--- src/rtl/dcache_mem_bridge_if.sv ---
// MIG-style DDR user-interface bundle (app_*) between the bridge and the memory controller.
// master = command/data issuer (the bridge), slave = the DDR controller side.
interface dcache_mem_bridge_if #(
    parameter int unsigned AWIDTH = 28
);
    logic [AWIDTH-1:0] app_addr;
    logic [2:0]        app_cmd;
    logic              app_en;
    logic              app_rdy;
    logic [127:0]      app_wdf_data;
    logic [15:0]       app_wdf_mask;
    logic              app_wdf_wren;
    logic              app_wdf_end;
    logic              app_wdf_rdy;
    logic [127:0]      app_rd_data;
    logic              app_rd_data_valid;

    modport master (
        output app_addr, app_cmd, app_en, app_wdf_data, app_wdf_mask, app_wdf_wren, app_wdf_end,
        input  app_rdy, app_wdf_rdy, app_rd_data, app_rd_data_valid
    );

    modport slave (
        input  app_addr, app_cmd, app_en, app_wdf_data, app_wdf_mask, app_wdf_wren, app_wdf_end,
        output app_rdy, app_wdf_rdy, app_rd_data, app_rd_data_valid
    );
endinterface

--- src/rtl/dcache_mem_bridge.sv ---
// Queues D-cache line write-backs and fills, then issues them one at a time, in order,
// to a MIG-style DDR user interface. All outputs are registered.
module dcache_mem_bridge #(
    parameter int unsigned AWIDTH = 28,
    parameter int unsigned QDEPTH = 4
) (
    input  logic                clk,
    input  logic                rst_n,
    input  logic                init_calib_complete,
    input  logic                dcw_start_rq,
    input  logic [31:0]         dcw_in_addr,
    input  logic [15:0]         dcw_in_mask,
    input  logic [127:0]        dcw_in_data,
    output logic                dcw_finish_wresp,
    input  logic                dcr_start_rq,
    input  logic [31:0]         dcr_rin_addr,
    output logic                rqfull_1,
    output logic [127:0]        rdat_m_data,
    output logic                rdat_m_valid,
    output logic                finish_mrd,
    output logic                ovf_err,
    dcache_mem_bridge_if.master app
);

    localparam int unsigned PW = $clog2(QDEPTH);
    localparam int unsigned CW = PW + 1;

    typedef enum logic [2:0] {
        StIdle, StWcmd, StWresp, StRcmd, StRwait, StRdat, StRfin
    } state_e;

    // ---------------- request queue ----------------
    logic          q_wr   [QDEPTH];
    logic [27:0]   q_addr [QDEPTH];
    logic [15:0]   q_mask [QDEPTH];
    logic [127:0]  q_data [QDEPTH];

    logic [PW-1:0] wptr_q, wptr_d, rptr_q, rptr_d, rd_slot;
    logic [CW-1:0] count_q, count_d, free_slots;
    logic          acc_w, acc_r, drop, pop;
    logic          rqfull_q, ovf_q;

    logic          head_wr;
    logic [27:0]   head_addr;
    logic [15:0]   head_mask;
    logic [127:0]  head_data;

    always_comb begin
        free_slots = CW'(QDEPTH) - count_q;
        acc_w      = dcw_start_rq && (free_slots != '0);
        // the write claims a slot first, so the read needs one more free slot
        acc_r      = dcr_start_rq && (free_slots > CW'(acc_w));
        drop       = (dcw_start_rq && !acc_w) || (dcr_start_rq && !acc_r);
        rd_slot    = wptr_q + PW'(acc_w);
        wptr_d     = wptr_q + PW'(acc_w) + PW'(acc_r);
        rptr_d     = rptr_q + PW'(pop);
        count_d    = count_q + CW'(acc_w) + CW'(acc_r) - CW'(pop);
    end

    always_ff @(posedge clk) begin
        if (acc_w) begin
            q_wr[wptr_q]   <= 1'b1;
            q_addr[wptr_q] <= dcw_in_addr[31:4];
            q_mask[wptr_q] <= dcw_in_mask;
            q_data[wptr_q] <= dcw_in_data;
        end
        if (acc_r) begin
            q_wr[rd_slot]   <= 1'b0;
            q_addr[rd_slot] <= dcr_rin_addr[31:4];
        end
    end

    always_ff @(posedge clk or negedge rst_n) begin
        if (!rst_n) begin
            wptr_q   <= '0;
            rptr_q   <= '0;
            count_q  <= '0;
            rqfull_q <= 1'b0;
            ovf_q    <= 1'b0;
        end else begin
            wptr_q   <= wptr_d;
            rptr_q   <= rptr_d;
            count_q  <= count_d;
            rqfull_q <= (count_d >= CW'(QDEPTH - 1));
            ovf_q    <= ovf_q | drop;
        end
    end

    assign head_wr   = q_wr[rptr_q];
    assign head_addr = q_addr[rptr_q];
    assign head_mask = q_mask[rptr_q];
    assign head_data = q_data[rptr_q];

    // ---------------- transaction FSM ----------------
    state_e            state_q, state_d;
    logic              cmd_done_q, cmd_done_d, dat_done_q, dat_done_d;
    logic              app_en_q, app_en_d, wren_q, wren_d;
    logic [2:0]        app_cmd_q, app_cmd_d;
    logic [AWIDTH-1:0] app_addr_q, app_addr_d;
    logic [127:0]      wdf_data_q, wdf_data_d;
    logic [15:0]       wdf_mask_q, wdf_mask_d;
    logic              wresp_q, wresp_d, rvalid_q, rvalid_d, mrd_q, mrd_d;
    logic [127:0]      rdata_q, rdata_d;
    logic              cmd_hs, dat_hs;

    assign cmd_hs = app_en_q && app.app_rdy;
    assign dat_hs = wren_q && app.app_wdf_rdy;

    always_comb begin
        state_d    = state_q;
        cmd_done_d = cmd_done_q;
        dat_done_d = dat_done_q;
        app_en_d   = app_en_q;
        wren_d     = wren_q;
        app_cmd_d  = app_cmd_q;
        app_addr_d = app_addr_q;
        wdf_data_d = wdf_data_q;
        wdf_mask_d = wdf_mask_q;
        rdata_d    = rdata_q;
        wresp_d    = 1'b0;
        rvalid_d   = 1'b0;
        mrd_d      = 1'b0;
        pop        = 1'b0;

        unique case (state_q)
            StIdle: begin
                if ((count_q != '0) && init_calib_complete) begin
                    app_addr_d = {head_addr[AWIDTH-4:0], 3'b000};
                    app_en_d   = 1'b1;
                    cmd_done_d = 1'b0;
                    dat_done_d = 1'b0;
                    if (head_wr) begin
                        state_d    = StWcmd;
                        app_cmd_d  = 3'b000;
                        wren_d     = 1'b1;
                        wdf_data_d = head_data;
                        wdf_mask_d = ~head_mask;
                    end else begin
                        state_d   = StRcmd;
                        app_cmd_d = 3'b001;
                    end
                end
            end
            StWcmd: begin
                // command and data channels complete independently
                if (cmd_hs) begin
                    app_en_d   = 1'b0;
                    cmd_done_d = 1'b1;
                end
                if (dat_hs) begin
                    wren_d     = 1'b0;
                    dat_done_d = 1'b1;
                end
                if ((cmd_done_q || cmd_hs) && (dat_done_q || dat_hs)) begin
                    state_d = StWresp;
                end
            end
            StWresp: begin
                wresp_d = 1'b1;
                pop     = 1'b1;
                state_d = StIdle;
            end
            StRcmd: begin
                if (cmd_hs) begin
                    app_en_d = 1'b0;
                    state_d  = StRwait;
                end
            end
            StRwait: begin
                if (app.app_rd_data_valid) begin
                    rdata_d = app.app_rd_data;
                    state_d = StRdat;
                end
            end
            StRdat: begin
                rvalid_d = 1'b1;
                state_d  = StRfin;
            end
            StRfin: begin
                mrd_d   = 1'b1;
                pop     = 1'b1;
                state_d = StIdle;
            end
            default: state_d = StIdle;
        endcase
    end

    always_ff @(posedge clk or negedge rst_n) begin
        if (!rst_n) begin
            state_q    <= StIdle;
            cmd_done_q <= 1'b0;
            dat_done_q <= 1'b0;
            app_en_q   <= 1'b0;
            wren_q     <= 1'b0;
            app_cmd_q  <= '0;
            app_addr_q <= '0;
            wdf_data_q <= '0;
            wdf_mask_q <= '0;
            rdata_q    <= '0;
            wresp_q    <= 1'b0;
            rvalid_q   <= 1'b0;
            mrd_q      <= 1'b0;
        end else begin
            state_q    <= state_d;
            cmd_done_q <= cmd_done_d;
            dat_done_q <= dat_done_d;
            app_en_q   <= app_en_d;
            wren_q     <= wren_d;
            app_cmd_q  <= app_cmd_d;
            app_addr_q <= app_addr_d;
            wdf_data_q <= wdf_data_d;
            wdf_mask_q <= wdf_mask_d;
            rdata_q    <= rdata_d;
            wresp_q    <= wresp_d;
            rvalid_q   <= rvalid_d;
            mrd_q      <= mrd_d;
        end
    end

    assign app.app_en       = app_en_q;
    assign app.app_cmd      = app_cmd_q;
    assign app.app_addr     = app_addr_q;
    assign app.app_wdf_data = wdf_data_q;
    assign app.app_wdf_mask = wdf_mask_q;
    assign app.app_wdf_wren = wren_q;
    assign app.app_wdf_end  = wren_q;

    assign dcw_finish_wresp = wresp_q;
    assign rdat_m_data      = rdata_q;
    assign rdat_m_valid     = rvalid_q;
    assign finish_mrd       = mrd_q;
    assign rqfull_1         = rqfull_q;
    assign ovf_err          = ovf_q;

    // line-offset bits and address bits above the DDR range are intentionally dropped
    logic unused_bits;
    assign unused_bits = ^{dcw_in_addr[3:0], dcr_rin_addr[3:0], head_addr[27:AWIDTH-3]};

endmodule

--- src/flat_wrapper.sv ---
// flat-port wrapper written by rule: the top's interface ports become plain ports
module dcache_mem_bridge_flat 
#(
    parameter int unsigned AWIDTH = 28,
    parameter int unsigned QDEPTH = 4
)
  (clk, rst_n, init_calib_complete, dcw_start_rq, dcw_in_addr, dcw_in_mask, dcw_in_data, dcw_finish_wresp, dcr_start_rq, dcr_rin_addr, rqfull_1, rdat_m_data, rdat_m_valid, finish_mrd, ovf_err, app_app_addr, app_app_cmd, app_app_en, app_app_wdf_data, app_app_wdf_mask, app_app_wdf_wren, app_app_wdf_end, app_app_rdy, app_app_wdf_rdy, app_app_rd_data, app_app_rd_data_valid);
  dcache_mem_bridge_if #(.AWIDTH(AWIDTH)) app_i ();
  input  logic clk;
  input  logic rst_n;
  input  logic init_calib_complete;
  input  logic dcw_start_rq;
  input  logic [31:0] dcw_in_addr;
  input  logic [15:0] dcw_in_mask;
  input  logic [127:0] dcw_in_data;
  output logic dcw_finish_wresp;
  input  logic dcr_start_rq;
  input  logic [31:0] dcr_rin_addr;
  output logic rqfull_1;
  output logic [127:0] rdat_m_data;
  output logic rdat_m_valid;
  output logic finish_mrd;
  output logic ovf_err;
  output wire logic [$bits(app_i.app_addr)-1:0] app_app_addr;
  output wire logic [$bits(app_i.app_cmd)-1:0] app_app_cmd;
  output wire logic [$bits(app_i.app_en)-1:0] app_app_en;
  output wire logic [$bits(app_i.app_wdf_data)-1:0] app_app_wdf_data;
  output wire logic [$bits(app_i.app_wdf_mask)-1:0] app_app_wdf_mask;
  output wire logic [$bits(app_i.app_wdf_wren)-1:0] app_app_wdf_wren;
  output wire logic [$bits(app_i.app_wdf_end)-1:0] app_app_wdf_end;
  input wire logic [$bits(app_i.app_rdy)-1:0] app_app_rdy;
  input wire logic [$bits(app_i.app_wdf_rdy)-1:0] app_app_wdf_rdy;
  input wire logic [$bits(app_i.app_rd_data)-1:0] app_app_rd_data;
  input wire logic [$bits(app_i.app_rd_data_valid)-1:0] app_app_rd_data_valid;
  assign app_app_addr = app_i.app_addr;
  assign app_app_cmd = app_i.app_cmd;
  assign app_app_en = app_i.app_en;
  assign app_app_wdf_data = app_i.app_wdf_data;
  assign app_app_wdf_mask = app_i.app_wdf_mask;
  assign app_app_wdf_wren = app_i.app_wdf_wren;
  assign app_app_wdf_end = app_i.app_wdf_end;
  assign app_i.app_rdy = app_app_rdy;
  assign app_i.app_wdf_rdy = app_app_wdf_rdy;
  assign app_i.app_rd_data = app_app_rd_data;
  assign app_i.app_rd_data_valid = app_app_rd_data_valid;
  dcache_mem_bridge #(.AWIDTH(AWIDTH), .QDEPTH(QDEPTH)) u_core (.clk(clk), .rst_n(rst_n), .init_calib_complete(init_calib_complete), .dcw_start_rq(dcw_start_rq), .dcw_in_addr(dcw_in_addr), .dcw_in_mask(dcw_in_mask), .dcw_in_data(dcw_in_data), .dcw_finish_wresp(dcw_finish_wresp), .dcr_start_rq(dcr_start_rq), .dcr_rin_addr(dcr_rin_addr), .rqfull_1(rqfull_1), .rdat_m_data(rdat_m_data), .rdat_m_valid(rdat_m_valid), .finish_mrd(finish_mrd), .ovf_err(ovf_err), .app(app_i));
endmodule
--- config.mk ---
export PLATFORM = sky130hd
export DESIGN_NAME = dcache_mem_bridge_flat
export DESIGN_NICKNAME = d
export VERILOG_FILES = /design/src/rtl/dcache_mem_bridge_if.sv /design/src/rtl/dcache_mem_bridge.sv /design/src/flat_wrapper.sv
export SDC_FILE = /design/constraint.sdc
export NUM_CORES = 1
export LEC_CHECK = 0
export BUFFER_PORTS_ARGS = -buffer_cell sky130_fd_sc_hd__buf_2
export CAP_MARGIN = 10
export CORE_MARGIN = 2
export CORE_UTILIZATION = 45
export CTS_CLUSTER_SIZE = 8
export DETAILED_ROUTE_END_ITERATION = 10
export GPL_ROUTABILITY_DRIVEN = 0
export GPL_TIMING_DRIVEN = 0
export PLACE_DENSITY = 0.72
export SYNTH_ARGS = -nofsm -noshare
export SYNTH_HDL_FRONTEND = slang
export SYNTH_SLANG_ARGS = --single-unit
--- constraint.sdc ---
create_clock -name clk -period 19.7 [get_ports clk]
set_input_delay 3.94 -clock clk [delete_from_list [all_inputs] [get_ports clk]]
set_output_delay 3.94 -clock clk [all_outputs]
set_load 0.03 [all_outputs]
# == Word-level counts from Yosys, hierarchy flattened ==
# Memory sizes are Yosys's and may differ from the RTL's. A register that Yosys moved wholly into a read port is not among the register bits.
# Index checks and enable logic that the tools add are counted.
# word_totals
regBits,166
latchBits,0
mem_bits_rw,692
mem_bits_ro,0
output_inout_bits,311
elab_cells,102
mem_count,4
# classes
addsub,7
mul,0
div,0
magnitude_cmp,2
eq_ne,14
shifts,0
mux,27
bitwise,2
n_reduce_logical,30
# mem_list
memory,words,width,read_ports,rd_ports_with_merged_regs,wr,line,text
u_core.q_data,4,128,1,1,1,dcache_mem_bridge.sv:36,logic [127:0] q_data [QDEPTH];
u_core.q_addr,4,28,1,1,2,dcache_mem_bridge.sv:34,logic [27:0] q_addr [QDEPTH];
u_core.q_mask,4,16,1,0,1,dcache_mem_bridge.sv:35,logic [15:0] q_mask [QDEPTH];
u_core.q_wr,4,1,1,0,2,dcache_mem_bridge.sv:33,logic q_wr [QDEPTH];
# op_table
op,n
1-bit 2-to-1 mux,17
16-bit NOT,1
3-bit one-hot mux with 5 select lines,1
2-bit by 1-bit != test with 1-bit output (second input constant),7
3-bit 2-to-1 mux,4
3-bit AND reduction,4
3-bit == test (second input constant),3
1-bit logical AND,8
1-bit one-hot mux with 2 select lines,4
4-bit AND reduction,2
2-bit by 1-bit adder with 2-bit output,3
3-bit by 1-bit adder with 3-bit output,2
3-bit by 2-bit == test with 1-bit output (second input constant),2
3-bit nonzero test,2
1-bit logical NOT,4
2-bit AND reduction,2
2-bit nonzero test,2
2-bit OR reduction,2
3-bit by 1-bit == test with 1-bit output (second input constant),1
3-bit by 2-bit greater-or-equal comparator with 1-bit output (second input constant),1
3-bit by 1-bit greater-than comparator with 1-bit output,1
3-bit logical NOT,1
1-bit logical OR,3
3-bit by 1-bit subtractor with 3-bit output,1
other kinds (4),4

# == Depth between registers and ports, before layout ==
# logic_depth
depth_word,9
mapped_depth,14
depth_no_buf,14

# == Worst setup path after synthesis ==
# No wires, ideal clock.
# synth_timing
path_kind,input port to flip-flop
start,input dcw_start_rq
end,"memory u_core.q_addr[2][0], enable pin"
arrival_time_ns,15.926
required_time_ns,19.327
slack_ns,3.401
stages,3
path_buffers,0
cell_sequence,nand2b_1 nor3b_1 a31o_2
# synth_lines
item,line,text
"start, declared",flat_wrapper.sv:12,input logic dcw_start_rq;
"end, declared",dcache_mem_bridge.sv:34,

==> impl_metrics.env <==
export IMPL_grt_pass1_vias=22000
export IMPL_finClkSkew_ps=37.2
export IMPL_htreeDepth=4
export IMPL_yosysWarnings=0
export IMPL_drtIter0Drc=1296
export IMPL_ir_drop_mv=0.0973
export IMPL_fin_crit_ps=6540
export IMPL_routed_wl_mm=97.2
export IMPL_cts_max_path_buffers=3
export IMPL_cts_buffers_inserted=143
export IMPL_seq_area_frac_synth_pct=74.6
export IMPL_placeableCoreArea_sq_um=83600
export IMPL_grt_usage_pct=22.3
export IMPL_areaGrowthSynthToFinish_pct=25.8
export IMPL_ant_nets=0
export IMPL_power_leakage_nw=19.9
export IMPL_place_ws_ps=12490
export IMPL_cts_repair_resized=0
export IMPL_synth_ff_type="edfxtp_1"
export IMPL_status="completed"
export IMPL_synth_top_area_share_pct=53.5
export IMPL_postPlaceCellArea_sq_um=43400
export IMPL_grt_antenna_before_repair=42
export IMPL_fmax_mhz=153
export IMPL_wl_met3_mm=7.63
export IMPL_maxCapViolations=0
export IMPL_syn_avg_cell_area_sq_um=21.6
export IMPL_dp_cells=3544
export IMPL_final_nets=2963
export IMPL_worst_path_most_repeated_cell="buf_2"
export IMPL_post_cts_buffers=0
export IMPL_finalInstanceArea_sq_um=47800
export IMPL_drv_slew=0
export IMPL_first_pass_iters=5
export IMPL_dr_max_layer_used="met5"
export IMPL_critPathSlowestCell="nand2_1"
export IMPL_hp_class="reg2reg"
export IMPL_routedWlPerCell_microns=25.5
export IMPL_ys_types=47
export IMPL_power_density_nw_per_um2=121
export IMPL_cp_slowest_stage_delay_ps=550
export IMPL_vias=20500
export IMPL_cts_tree="built"
export IMPL_worstPathCellList="buf_2 -> nand2b_1 -> inv_1 -> ha_1 -> nor2_1 -> o2111ai_2 -> buf_2 -> nand2_1 -> buf_16"
export IMPL_die_width_microns=294
export IMPL_ys_ff_latch=997
export IMPL_synth_area_top_cells="edfxtp_1 (53%), dfrtp_1 (21%), mux4_2 (10%)"
export IMPL_layout_cells_non_filler=3816
export IMPL_yosys_top_cells_count="edfxtp_1 (676), dfrtp_1 (317), mux2_2 (272)"
export IMPL_io_pins=655
export IMPL_arrival_ps=6950
export IMPL_slew_headroom_pct=24.4
export IMPL_clkSlewWorstSetupHoldPaths_ps=50
export IMPL_ctsHoldBuffers=0
export IMPL_remaining_drc_errors=0
export IMPL_io_buffer_count=634
export IMPL_worstMarginPinSlew_ps=1130
export IMPL_synth_edff_count=676
export IMPL_wl_met1_mm=35.9
export IMPL_grt_overflow=0
export IMPL_end_kind="flip-flop"
export IMPL_rsz0062_at_grt="false"
export IMPL_layout_setup_ws_ps=13160
export IMPL_finalHoldViolations=0
export IMPL_final_layout_size_suffix_gt1_share_pct=50.7
export IMPL_clock_sinks=997
export IMPL_vias_per_cell=5.38
export IMPL_fin_crit_sh_pct=33.2
export IMPL_hpwl_mm=68.1
export IMPL_initial_core_util_pct=45.4
export IMPL_required_ps=20100
export IMPL_async_flop_share_pct=31.8
export IMPL_synth_most_common_cell="edfxtp_1"
export IMPL_cp_start_kind="input pin"
export IMPL_grt_max_degree=100
export IMPL_synth_area_sq_um=38000
export IMPL_root_buffer="clkbuf_16"
export IMPL_worst_setup_path_type="in2reg"
export IMPL_synth_largest_area_cell="edfxtp_1"
export IMPL_rows=106
export IMPL_utilization_pct=57.2
export IMPL_synth_cells=1761
export IMPL_dieArea_sq_um=86700
export IMPL_fp_dieH_microns=294
export IMPL_clk_latency_ps=710
export IMPL_cp_max_fo=16
export IMPL_route_met2_wl_mm=49.6
export IMPL_grt_pass1_wl_mm=141
export IMPL_setup_viol=0
## power by group
| group | leakage, nW | switching (mW) | total [mW] | internal [mW] |
|---|---|---|---|---|
| Sequential | 10.6 | 0.0738 | 2.73 | 2.66 |
| Clock | 2.03 | 0.901 | 2.29 | 1.39 |
| Combinational | 7.21 | 0.457 | 0.772 | 0.315 |
## stage by stage
step                      hold slack [ps]  setup TNS (ps)  power (mW)
after detailed placement              456               0        3.55
final                                 461               0        5.79
after global routing                  475               0        6.01
after global placement                441        -2490850        3.56
after floorplan                       435               0        3.23
after CTS                             467               0        5.85
## layout make-up
class	instances	area, sq um
antenna	14	35.0
clock buffer	243	3990
fill	6219	35800
sequential	997	28300
multi-input combinational	662	9010
inverter	10	45.0
tap	1080	1350
clock inverter	15	323
timing repair buffer	699	4050
buffer	96	644
## critical path: cells and delay by family
kind | cells | cell delay, ps
compound gates | 1 | 470
buf+inv | 4 | 950
fa+ha+maj | 1 | 300
simple gates | 3 | 1280
## state kept, by name, indices dropped and copies added (netlist names), 2 cells and up
name	count
u_core.q_data	512
u_core.app.app_wdf_data	128
u_core.rdat_m_data	128
u_core.q_addr	100
u_core.q_mask	64
u_core.app.app_addr	25
u_core.app.app_wdf_mask	16
u_core.q_wr	4
u_core.count_q	3
u_core.state_q	3
u_core.rptr_q	2
u_core.wptr_q	2
## routing by layer
metal	GRT usage, %	up-vias
li1	-	8808
met1	26.0	10700
met2	38.2	772
met3	7.06	226
met4	9.62	50
met5	0	-
## cell families (layout without fill, tap and decap cells)
logic type / after synthesis / count (layout) / synth area share (%)
DFF: 997 / 997 / 74.6
muxes: 552 / 552 / 21.4
buffers and inverters: 106 / 1063 / 1.80
AOI/OAI and AO/OA: 60 / 60 / 1.13
and+or+nand+nor: 29 / 29 / 0.531
adders and majority gates: 10 / 10 / 0.369
xor gates and xnor gates: 6 / 6 / 0.138
other: 1 / 19 / 0.00988
## worst paths after layout
path | cells after the start | from | slack [ps] | to
min in group asynchronous | 1 | rst_n | 3210 | u_core.app.app_wdf_data[53]
max | 9 | dcw_start_rq | 13160 | u_core.q_addr[3][11]
min | 1 | u_core.q_wr[3] | 460 | u_core.q_wr[3]
max reg2reg | 11 | u_core.count_q[0] | 15570 | u_core.q_addr[3][11]
max in group asynchronous | 3 | rst_n | 15100 | u_core.rdat_m_data[38]
min reg2reg | 1 | u_core.q_wr[3] | 460 | u_core.q_wr[3]
## placed cells by master, fill, tap and decap left out, drive strengths merged, types with 5 or more instances in the layout
master | synthesis | routed
buf | 66 | 765
edfxtp | 676 | 676
mux2 | 381 | 381
dfrtp | 317 | 317
clkbuf | 30 | 273
mux4 | 170 | 170
a31oi | 35 | 35
inv | 10 | 15
diode | 0 | 14
clkinv | 0 | 10
ha | 8 | 8
o21a | 6 | 6
nand2 | 5 | 5
conb | 1 | 5
nor2 | 5 | 5
Note: power is estimated with default switching activity, not from simulation.
